===== src/rtl/psram_mem_ctrl_if.sv =====
// rtl/psram_mem_ctrl_if.sv - core data-port and PSRAM strobe/busy signal bundle for psram_mem_ctrl
interface psram_mem_ctrl_if #(
    parameter int ADDR_BITS = 23
);
    logic                 cpu_req;
    logic                 cpu_we;
    logic [31:0]          cpu_addr;
    logic [3:0]           cpu_be;
    logic [31:0]          cpu_wdata;
    logic                 cpu_stall;
    logic                 cpu_done;
    logic [31:0]          cpu_rdata;
    logic                 cpu_err;
    logic [ADDR_BITS-2:0] mem_addr;
    logic [15:0]          mem_wdata;
    logic                 mem_wr_hi;
    logic                 mem_wr_lo;
    logic                 mem_write_en;
    logic                 mem_read_en;
    logic                 mem_busy;
    logic                 mem_read_avail;
    logic [15:0]          mem_rdata;

    // the controller: serves the core, drives the PSRAM port
    modport slave (
        input  cpu_req, cpu_we, cpu_addr, cpu_be, cpu_wdata,
        input  mem_busy, mem_read_avail, mem_rdata,
        output cpu_stall, cpu_done, cpu_rdata, cpu_err,
        output mem_addr, mem_wdata, mem_wr_hi, mem_wr_lo, mem_write_en, mem_read_en
    );

    // the surroundings: core request side plus PSRAM response side
    modport master (
        output cpu_req, cpu_we, cpu_addr, cpu_be, cpu_wdata,
        output mem_busy, mem_read_avail, mem_rdata,
        input  cpu_stall, cpu_done, cpu_rdata, cpu_err,
        input  mem_addr, mem_wdata, mem_wr_hi, mem_wr_lo, mem_write_en, mem_read_en
    );
endinterface


===== src/rtl/psram_mem_ctrl.sv =====
// rtl/psram_mem_ctrl.sv - splits 32-bit core accesses into 16-bit PSRAM transactions; MEMCTRL_TIMEOUT_EN adds WAIT abort
module psram_mem_ctrl #(
    parameter int ADDR_BITS = 23,
    parameter int TIMEOUT   = 1023
) (
    input  logic            clk,
    input  logic            reset_n,
    psram_mem_ctrl_if.slave bus
);
    typedef enum logic [2:0] {
        IDLE, ISSUE_LO, WAIT_LO, ISSUE_HI, WAIT_HI, DONE
    } state_t;

    state_t               state_q, state_d;
    logic [ADDR_BITS-3:0] addr_q;
    logic                 we_q;
    logic [3:0]           be_q;
    logic [31:0]          wdata_q;
    logic [31:0]          rdata_q;
    logic                 first_q;
    logic                 accept;
    logic                 strobe;
    logic                 is_hi;
    logic                 active;
    logic                 wait_done;
    logic                 timeout_hit;
    logic                 unused_addr_bits;

    assign accept    = (state_q == IDLE) && bus.cpu_req;
    assign is_hi     = (state_q == ISSUE_HI) || (state_q == WAIT_HI);
    assign active    = (state_q != IDLE) && (state_q != DONE);
    // a write may still see the busy flag of its own strobe in the first WAIT cycle
    assign wait_done = we_q ? (!first_q && !bus.mem_busy) : bus.mem_read_avail;
    assign unused_addr_bits = ^{bus.cpu_addr[31:ADDR_BITS], bus.cpu_addr[1:0]};

`ifdef MEMCTRL_TIMEOUT_EN
    localparam int               CNT_W    = $clog2(TIMEOUT + 1);
    localparam logic [CNT_W-1:0] CNT_LAST = CNT_W'(TIMEOUT - 1);

    logic [CNT_W-1:0] wait_cnt_q;
    logic             err_q;
    logic             in_wait;

    assign in_wait     = (state_q == WAIT_LO) || (state_q == WAIT_HI);
    assign timeout_hit = in_wait && (wait_cnt_q == CNT_LAST);
    assign bus.cpu_err = err_q;

    // count cycles spent in the current WAIT state and flag an aborted access
    always_ff @(posedge clk or negedge reset_n) begin
        if (!reset_n) begin
            wait_cnt_q <= '0;
            err_q      <= 1'b0;
        end else begin
            if (strobe)
                wait_cnt_q <= '0;
            else if (in_wait)
                wait_cnt_q <= wait_cnt_q + CNT_W'(1);
            if (accept)
                err_q <= 1'b0;
            else if (timeout_hit && !wait_done)
                err_q <= 1'b1;
        end
    end
`else
    localparam int unused_timeout = TIMEOUT;

    assign timeout_hit = 1'b0;
    assign bus.cpu_err = 1'b0;
`endif

    // state register
    always_ff @(posedge clk or negedge reset_n) begin
        if (!reset_n)
            state_q <= IDLE;
        else
            state_q <= state_d;
    end

    // next state and the one-cycle PSRAM strobe
    always_comb begin
        state_d = state_q;
        strobe  = 1'b0;
        case (state_q)
            IDLE: begin
                if (bus.cpu_req) begin
                    if (|bus.cpu_be[1:0])
                        state_d = ISSUE_LO;
                    else if (|bus.cpu_be[3:2])
                        state_d = ISSUE_HI;
                    else
                        state_d = DONE;
                end
            end
            ISSUE_LO: begin
                if (!bus.mem_busy) begin
                    strobe  = 1'b1;
                    state_d = WAIT_LO;
                end
            end
            WAIT_LO: begin
                if (wait_done)
                    state_d = (|be_q[3:2]) ? ISSUE_HI : DONE;
                else if (timeout_hit)
                    state_d = DONE;
            end
            ISSUE_HI: begin
                if (!bus.mem_busy) begin
                    strobe  = 1'b1;
                    state_d = WAIT_HI;
                end
            end
            WAIT_HI: begin
                if (wait_done || timeout_hit)
                    state_d = DONE;
            end
            DONE:    state_d = IDLE;
            default: state_d = IDLE;
        endcase
    end

    // latch the request, assemble read lanes, track the first WAIT cycle
    always_ff @(posedge clk or negedge reset_n) begin
        if (!reset_n) begin
            addr_q  <= '0;
            we_q    <= 1'b0;
            be_q    <= 4'h0;
            wdata_q <= '0;
            rdata_q <= '0;
            first_q <= 1'b0;
        end else begin
            if (accept) begin
                addr_q  <= bus.cpu_addr[ADDR_BITS-1:2];
                we_q    <= bus.cpu_we;
                be_q    <= bus.cpu_be;
                wdata_q <= bus.cpu_wdata;
                rdata_q <= '0;
            end else if (!we_q && bus.mem_read_avail) begin
                if (state_q == WAIT_LO)
                    rdata_q[15:0]  <= bus.mem_rdata & {{8{be_q[1]}}, {8{be_q[0]}}};
                if (state_q == WAIT_HI)
                    rdata_q[31:16] <= bus.mem_rdata & {{8{be_q[3]}}, {8{be_q[2]}}};
            end
            first_q <= strobe;
        end
    end

    assign bus.mem_addr     = {addr_q, is_hi};
    assign bus.mem_wdata    = is_hi ? wdata_q[31:16] : wdata_q[15:0];
    assign bus.mem_wr_lo    = active && we_q && (is_hi ? be_q[2] : be_q[0]);
    assign bus.mem_wr_hi    = active && we_q && (is_hi ? be_q[3] : be_q[1]);
    assign bus.mem_write_en = strobe && we_q;
    assign bus.mem_read_en  = strobe && !we_q;
    assign bus.cpu_stall    = active || accept;
    assign bus.cpu_done     = (state_q == DONE);
    assign bus.cpu_rdata    = rdata_q;
endmodule


===== src/flat_wrapper.sv =====
// flat-port wrapper written by rule: the top's interface ports become plain ports
module psram_mem_ctrl_flat 
#(
    parameter int ADDR_BITS = 23,
    parameter int TIMEOUT   = 1023
)
  (clk, reset_n, bus_cpu_req, bus_cpu_we, bus_cpu_addr, bus_cpu_be, bus_cpu_wdata, bus_mem_busy, bus_mem_read_avail, bus_mem_rdata, bus_cpu_stall, bus_cpu_done, bus_cpu_rdata, bus_cpu_err, bus_mem_addr, bus_mem_wdata, bus_mem_wr_hi, bus_mem_wr_lo, bus_mem_write_en, bus_mem_read_en);
  psram_mem_ctrl_if #(.ADDR_BITS(ADDR_BITS)) bus_i ();
  input  logic clk;
  input  logic reset_n;
  input wire logic [$bits(bus_i.cpu_req)-1:0] bus_cpu_req;
  input wire logic [$bits(bus_i.cpu_we)-1:0] bus_cpu_we;
  input wire logic [$bits(bus_i.cpu_addr)-1:0] bus_cpu_addr;
  input wire logic [$bits(bus_i.cpu_be)-1:0] bus_cpu_be;
  input wire logic [$bits(bus_i.cpu_wdata)-1:0] bus_cpu_wdata;
  input wire logic [$bits(bus_i.mem_busy)-1:0] bus_mem_busy;
  input wire logic [$bits(bus_i.mem_read_avail)-1:0] bus_mem_read_avail;
  input wire logic [$bits(bus_i.mem_rdata)-1:0] bus_mem_rdata;
  output wire logic [$bits(bus_i.cpu_stall)-1:0] bus_cpu_stall;
  output wire logic [$bits(bus_i.cpu_done)-1:0] bus_cpu_done;
  output wire logic [$bits(bus_i.cpu_rdata)-1:0] bus_cpu_rdata;
  output wire logic [$bits(bus_i.cpu_err)-1:0] bus_cpu_err;
  output wire logic [$bits(bus_i.mem_addr)-1:0] bus_mem_addr;
  output wire logic [$bits(bus_i.mem_wdata)-1:0] bus_mem_wdata;
  output wire logic [$bits(bus_i.mem_wr_hi)-1:0] bus_mem_wr_hi;
  output wire logic [$bits(bus_i.mem_wr_lo)-1:0] bus_mem_wr_lo;
  output wire logic [$bits(bus_i.mem_write_en)-1:0] bus_mem_write_en;
  output wire logic [$bits(bus_i.mem_read_en)-1:0] bus_mem_read_en;
  assign bus_i.cpu_req = bus_cpu_req;
  assign bus_i.cpu_we = bus_cpu_we;
  assign bus_i.cpu_addr = bus_cpu_addr;
  assign bus_i.cpu_be = bus_cpu_be;
  assign bus_i.cpu_wdata = bus_cpu_wdata;
  assign bus_i.mem_busy = bus_mem_busy;
  assign bus_i.mem_read_avail = bus_mem_read_avail;
  assign bus_i.mem_rdata = bus_mem_rdata;
  assign bus_cpu_stall = bus_i.cpu_stall;
  assign bus_cpu_done = bus_i.cpu_done;
  assign bus_cpu_rdata = bus_i.cpu_rdata;
  assign bus_cpu_err = bus_i.cpu_err;
  assign bus_mem_addr = bus_i.mem_addr;
  assign bus_mem_wdata = bus_i.mem_wdata;
  assign bus_mem_wr_hi = bus_i.mem_wr_hi;
  assign bus_mem_wr_lo = bus_i.mem_wr_lo;
  assign bus_mem_write_en = bus_i.mem_write_en;
  assign bus_mem_read_en = bus_i.mem_read_en;
  psram_mem_ctrl #(.ADDR_BITS(ADDR_BITS), .TIMEOUT(TIMEOUT)) u_core (.clk(clk), .reset_n(reset_n), .bus(bus_i));
endmodule

===== config.mk =====
export PLATFORM = sky130hd
export DESIGN_NAME = psram_mem_ctrl_flat
export DESIGN_NICKNAME = d
export VERILOG_FILES = /design/src/rtl/psram_mem_ctrl_if.sv /design/src/rtl/psram_mem_ctrl.sv /design/src/flat_wrapper.sv
export SDC_FILE = /design/constraint.sdc
export NUM_CORES = 1
export LEC_CHECK = 0
export CAP_MARGIN = 15
export CORE_MARGIN = 2
export CORE_UTILIZATION = 43
export DETAILED_ROUTE_END_ITERATION = 10
export MAX_ROUTING_LAYER = met4
export PLACE_DENSITY = 0.88
export SETUP_SLACK_MARGIN = 0.05
export SKIP_CTS_REPAIR_TIMING = 1
export SYNTH_ARGS = -nofsm -noshare
export SYNTH_HDL_FRONTEND = slang
export SYNTH_SLANG_ARGS = --single-unit

===== constraint.sdc =====
create_clock -name clk -period 2.07 [get_ports clk]
set_input_delay 0.414 -clock clk [delete_from_list [all_inputs] [get_ports clk]]
set_output_delay 0.414 -clock clk [all_outputs]
set_load 0.02 [all_outputs]

# Yosys cells after proc, flatten, opt, wreduce, memory -nomap -nowiden
# Cells that the tools add are included.
# totals
reg_bits	94
wordCells	66
inputBits	90
# classes
n_reduce_logical	26
mux	19
n_bitwise	2
eq_ne	11
# ops
op	n
two-way mux 32 bit	2
two-way mux 16 bit	3
AND 16 bit	2
two-way mux 3 bit	8
case mux 3 bit (5 select lines)	1
logical AND 1 bit	9
OR reduction 2 bit	4
== test 3 x 2 -> 1 bit (second input constant)	2
== test 3 bit (second input constant)	2
!= test 2 bit (second input constant)	3
nonzero test 2 bit	3
two-way mux 1 bit	5
AND reduction 5 bit	1
!= test 2 x 1 -> 1 bit (second input constant)	2
AND reduction 2 bit	2
== test 3 x 1 -> 1 bit (second input constant)	1
zero test 1 bit	3
zero test 3 bit	1
!= test 3 bit (second input constant)	1
nonzero test 3 bit	1
logical OR 1 bit	2

# Depth between registers and ports, before layout
# Gate-level depths: netlist (run 1).
# logic_depth
ltp_word	5
depth_mapped	6
mapped_depth_nobuf	4

# Least setup slack after synthesis (run 1)
# OpenSTA, ideal clock, no wires.
# synth_path
path_kind	reg2out
startpoint	register u_core.state_q[1]
endpoint	output port bus_mem_wr_lo
path_stages_with_launch	7
path_slack_ns	0.205
required_ns	1.656
t_arrival_ns	1.451
path_buffers	2
path_cell_list	dfrtp_1 > nor2_4 > a21o_1 > buf_2 > buf_6 > a22oi_1 > nor2_1
# synth_between
elab_chain_cells	4
elab_cells_between_ends	9
# synth_rtl
item	line_no	rtl
from (decl)	psram_mem_ctrl.sv:14	state_t state_q, state_d;
from (signal assigned)	psram_mem_ctrl.sv:76	state_q <= state_d;
== test 3 x 2 -> 1 bit or == test 3 bit (tied branches)	psram_mem_ctrl.sv:30	assign is_hi = (state_q == ISSUE_HI) || (state_q == WAIT_HI);
logical OR 1 bit (*)	psram_mem_ctrl.sv:30	
via u_core.is_hi	psram_mem_ctrl.sv:23	logic is_hi;
two-way mux 1 bit (*)	psram_mem_ctrl.sv:149	assign bus.mem_wr_lo = active && we_q && (is_hi ? be_q[2] : be_q[0]);
logical AND 1 bit (*)	psram_mem_ctrl.sv:149	
to (decl)	flat_wrapper.sv:26	output wire logic [$bits(bus_i.mem_wr_lo)-1:0] bus_mem_wr_lo;
# Mark *: on every way through the listed nets, which the timed path passes. The rest lies on a longest branch.

# Final worst setup path (run 1)
# layout_path
startpoint	register u_core.state_q[0]
endpoint	output port bus_mem_wdata[14]
# layout_between
elab_chain_cells	3
elab_cells_between_ends	4
# layout_rtl
item	line_no	rtl
== test 3 x 2 -> 1 bit or == test 3 bit (tied branches)	psram_mem_ctrl.sv:30	
logical OR 1 bit (*)	psram_mem_ctrl.sv:30	
two-way mux 16 bit (*)	psram_mem_ctrl.sv:148	assign bus.mem_wdata = is_hi ? wdata_q[31:16] : wdata_q[15:0];
to (decl)	flat_wrapper.sv:24	output wire logic [$bits(bus_i.mem_wdata)-1:0] bus_mem_wdata;
# Mark *: on every way between the ends. The rest lies on a longest branch, timed or not.

==> results of run 1 <==
placed cells by master (no fill, tap or decap), types with 3 or more instances in the layout:
| cell type | Yosys | final |
|---|---|---|
| nor2b_1 | 4 | 3 |
| dlymetal6s2s_1 | 0 | 3 |
| a22o_1 | 34 | 34 |
| buf_12 | 0 | 5 |
| nand2_1 | 5 | 5 |
| clkdlybuf4s50_1 | 0 | 130 |
| dfrtp_1 | 94 | 92 |
| clkbuf_8 | 0 | 9 |
| mux2_4 | 28 | 28 |
| buf_4 | 2 | 16 |
| buf_6 | 4 | 17 |
| mux2_2 | 46 | 46 |
| nor2_1 | 9 | 8 |
metrics by stage:
step           std cells   util  worst slack, ns
2_1_floorplan        277      -            0.205
3_3_place_gp         541  0.631           -0.192
3_5_place_dp         541  0.631           -0.188
4_1_cts              557  0.652           -0.590
5_1_grt              559  0.660           -0.220
6_report             559  0.660           -0.155
routing by layer:
| layer | wire length, um | up-vias | track usage |
|---|---|---|---|
| met2 | 4860 | 131 | 0.310 |
| li1 | - | 1341 | - |
| met3 | 582 | 9 | 0.0388 |
| met5 | 0 | - | - |
| met4 | 88 | 0 | 0.0541 |
| met1 | 4220 | 1476 | 0.252 |
power by group through the flow:
stage               Clock (W)  Combinational [W]  Sequential [W]
global placement            0            0.00489         0.00308
detailed placement          0            0.00499         0.00314
global route          0.00130            0.00546         0.00321
finish                0.00119            0.00517         0.00311
CTS                   0.00124            0.00502         0.00311
floorplan                   0            0.00248         0.00351
worst max path at each step:
stage	startpoint	end	cells after the start
final	u_core.state_q[0]	bus_mem_wdata[14]	5
after global routing	u_core.state_q[0]	bus_mem_wdata[7]	5
after CTS	u_core.state_q[0]	bus_mem_wdata[6]	5
after detailed placement	u_core.state_q[0]	bus_mem_wdata[4]	5
after global placement	bus_cpu_req	bus_cpu_stall	5
after floorplan	u_core.state_q[1]	bus_mem_wr_lo	6
cells by family (layout without fill, tap and decap cells):
logic type	after synthesis	after routing	share of synthesized area
other	1	1	0.000926
multiplexers	74	74	0.232
AO/OA/AOI/OAI	51	51	0.104
XOR/XNOR	2	2	0.00433
AND/OR/NAND/NOR	33	33	0.0448
buffers and inverters	22	193	0.0331
flip-flops	94	94	0.581
state kept, by name, indices dropped and copies added, names as in the netlist:
name	cells
u_core.we_q	1
u_core.addr_q	21
u_core.be_q	4
u_core.state_q	3
u_core.first_q	1
u_core.wdata_q	32
u_core.bus.cpu_rdata	32
final cells by class:
class,count,area (um2)
fillers,684,3130
flip-flops and latches,94,2350
repair buffers,175,1790
multi-input cells,161,1590
well taps,111,139
clock buffers,11,131
clock inverters,5,58.8
inverters,2,7.51
critical path, cell delays in order (launching register included):
cell	delay, ns
dfrtp_2	0.45
and3b_1	0.20
a21o_4	0.21
clkbuf_16	0.17
mux2_4	0.30
buf_6	0.13
==> results_dict.tcl, run 1 <==
set metrics [dict create \
    swShare 0.356 \
    io_pins 167 \
    die_area_mm2 0.0102 \
    path_max_fanout 8 \
    wl_um 9750 \
    synth_nets 367 \
    period_minus_slack_ns 2.22 \
    ir_drop_mv 0.922 \
    ys_types 38 \
    crit_arrival_ns 1.81 \
    root_buffer "clkbuf_8" \
    status "complete, but fails checks" \
    grt_pass1_vias 3138 \
    drt_pre_antenna_iters 4 \
    grt_pass1_wl_um 15200 \
    tns_ns -2.08 \
    fp.dieW_um 101 \
    yosys.area.top_type "dfrtp_1" \
    yosys.cell_count.top_type "dfrtp_1" \
    clk_latency_ns 0.34 \
    whs_ns 0.0229 \
    synthArstFlopShare 1.00 \
    grt_util_all_layers 0.193 \
    syn_area_per_cell_um2 14.6 \
    grt_max_degree 48 \
    synth_common_cells "94 x dfrtp_1, 46 x mux2_2, 34 x a22o_1, 28 x mux2_4, 11 x buf_2" \
    r2r_slack_ns 0.23 \
    fin_area_mm2 0.00607 \
    post-route-period-util 1.07 \
    vias_per_cell 5.29 \
    drive_gt1_frac 0.310 \
    drc 0 \
    synthCells 277 \
    max-slew-margin-rel 0.503 \
    vias 2957 \
    clk_path_buf_depth 2 \
    place_congestion 0.910 \
    synth-seq-cells 94 \
    p_total_w 0.00948 \
    required_ns 1.66 \
    r2r_start "u_core.state_q[2]" \
    ys_warn_count 0 \
    initial_core_util 0.440 \
    r2r_cells 6 \
    cts_tree "built" \
    worstSetupPathType "flop to output pin" \
    holdCritPathClass "primary input to async pin" \
    power.density_mw_per_mm2 1560 \
    drtIter0Drc 123 \
    wl_per_cell_um 17.4 \
    htree_levels 3 \
    setup_viol 17 \
    rr_endpoint "u_core.wdata_q[23]" \
    hold_viol 0 \
    cts_buffers 9 \
    clk_pin_slew_ns 0.09 \
    fin_nets 533 \
    synth_edf_count 0 \
    p_clk_frac 0.126 \
    syn_area_mm2 0.00405 \
    fmax_ghz 0.450 \
    tightest_slew_ns 0.745 \
    crit_path_start_kind "flop" \
    dp_hpwl_um 7080 \
    gr-total-overflow 0 \
    skew_ns 0.00542 \
    intPower_w 0.00610 \
    synth_flop_cell "dfrtp_1" \
    yosysSeqAreaShare 0.581 \
    dieHeight_um 101 \
    p_seq_frac 0.328 \
    violations "negative setup slack" \
    layout_setup_ws_ns -0.155 \
    synth_top_area_frac 0.581 \
    slew_viol_final 0 \
    drv_cap 0 \
    switchingPower_w 0.00337 \
    cts.sinks 94 \
    leakagePower_nw 2.72 \
    dpl_cell_area_mm2 0.00581 \
    core_area_mm2 0.00920 \
    antenna_found_initial 0 \
    ant_nets 0 \
    port_buffers 154 \
    antenna_cells 0 \
    rows 35 \
    rsz0062_at_grt "true" \
    netlist_top_cells_area "dfrtp_1 58%, mux2_2 13%, mux2_4 10%, a22o_1 7.4%, buf_2 1.4%" \
    synthToLayoutAreaGrowth_pct 49.9 \
    endpoint_kind "output pin" \
    pwr-share-comb 0.546 \
]
Power figures use the tool's default switching activity.
==> inputs of run 2 (changes only) <==
Settings changed: CORE_ASPECT_RATIO set to 1.1.
==> run 2 against run 1 <==
- the flow finishes with violations (negative hold slack, negative setup slack)
- fmax grew 1.8%
- total power shrank 2.6%
- sequential share of layout area grew 0.51 points
- via count shrank 2.2%
- setup slack gained 0.040 ns
- count of clock-buffer cells in the layout shrank 2
- final cell count grew 0.18%
- hold slack lost 0.024 ns
- final area shrank 1.4%
==> results_dict.tcl, run 2 (synthesis results as in run 1) <==
set metrics [dict create \
    ant_nets 0 \
    holdCritPathClass "primary input to async pin" \
    final_cell_mix "130 x clkdlybuf4s50_1, 93 x dfrtp_1, 46 x mux2_2" \
    rsz0062_at_grt "true" \
    violations "negative hold slack, negative setup slack" \
    place_congestion 0.811 \
    crit_arrival_ns 1.77 \
    drt_pre_antenna_iters 4 \
    dp_hpwl_um 6870 \
    io_pins 167 \
    fp.dieW_um 96.5 \
    leakagePower_nw 2.66 \
    root_buffer "clkbuf_8" \
    htree_levels 3 \
    whs_ns -0.00157 \
    cts_tree "built" \
    drc 0 \
    fin_nets 529 \
    grt_max_degree 51 \
    required_ns 1.66 \
    antenna_found_initial 0 \
    port_buffers 154 \
    grt_pass1_wl_um 15000 \
    post-route-period-util 1.06 \
    gr-total-overflow 0 \
    final_common_cell "clkdlybuf4s50_1" \
    r2r_slack_ns 0.39 \
    vias 2893 \
    rows 37 \
    grt_pass1_vias 3088 \
    status "complete, but fails checks" \
    period_minus_slack_ns 2.18 \
    crit_path_start_kind "flop" \
    tightest_slew_ns 0.763 \
    worstSetupPathType "flop to output pin" \
    dp.cells 545 \
    vias_per_cell 5.17 \
    core_area_mm2 0.00926 \
    ir_drop_mv 0.825 \
    fmax_ghz 0.458 \
    layout.cells.non_filler 560 \
    cts_buffers 9 \
    grt_util_all_layers 0.193 \
    dieHeight_um 106 \
    path_max_fanout 9 \
    slew_viol_final 0 \
    max-slew-margin-rel 0.491 \
    hold_viol 3 \
    synthToLayoutAreaGrowth_pct 47.9 \
    cts.sinks 94 \
    initial_core_util 0.437 \
    power.density_mw_per_mm2 1540 \
    setup_viol 17 \
    clk_latency_ns 0.35 \
    die_area_mm2 0.0102 \
    drive_gt1_frac 0.305 \
    clk_pin_slew_ns 0.10 \
    skew_ns 0.0139 \
    wl_um 9480 \
    p_total_w 0.00923 \
    wl_per_cell_um 16.9 \
    layout_setup_ws_ns -0.115 \
    clk_path_buf_depth 2 \
    endpoint_kind "output pin" \
    drtIter0Drc 103 \
    antenna_cells 0 \
    drv_cap 0 \
]
## run 2: final cells by class
class / instances / area, um2
fill: 702 / 3270
multi-input combinational: 161 / 1580
inverter: 2 / 7.51
clock buffer: 9 / 124
timing repair buffer: 171 / 1730
clock inverter: 6 / 47.5
sequential: 94 / 2350
tap: 117 / 146
## run 2: layer usage
metal / wire length (um) / GRT usage
met3: 662 / 0.0429
met1: 4000 / 0.252
met4: 93 / 0.0563
met2: 4720 / 0.303
met5: 0 / -
## run 2: where the power goes
group          internal (W)  switching [W]  total [W]
logic               0.00282        0.00222    0.00504
registers           0.00263       0.000482    0.00311
clock network      0.000441       0.000644    0.00109
## run 2: critical path, stage by stage (launching register included)
cell and delay (ns):
dfrtp_1 0.43, and3b_1 0.21, a21o_4 0.21, buf_12 0.15, mux2_4 0.30, buf_6 0.13
## run 2: final timing paths
kind,startpoint,cells after the start,to
worst min register to register,u_core.wdata_q[16],1,u_core.wdata_q[16]
worst max register to register,u_core.we_q,4,u_core.bus.cpu_rdata[28]
worst max-delay path,u_core.state_q[0],5,bus_mem_wdata[8]
min in group clk,u_core.wdata_q[16],1,u_core.wdata_q[16]
worst min-delay path,reset_n,1,u_core.addr_q[7]
max in group asynchronous,reset_n,2,u_core.wdata_q[19]
## run 2: through the flow
stage / utilization / hold WS [ns] / worst slack, ns / setup TNS, ns / instance area [um2]
after floorplan: - / 0.118 / 0.205 / 0 / 4050
after global placement: 0.625 / 0.386 / -0.194 / -6.67 / 5790
after detailed placement: 0.625 / 0.392 / -0.181 / -7.94 / 5790
after CTS: 0.644 / -0.00687 / -0.589 / -11.45 / 5960
after global routing: 0.647 / 0.0166 / -0.161 / -2.58 / 5990
final: 0.647 / -0.00157 / -0.115 / -1.68 / 5990
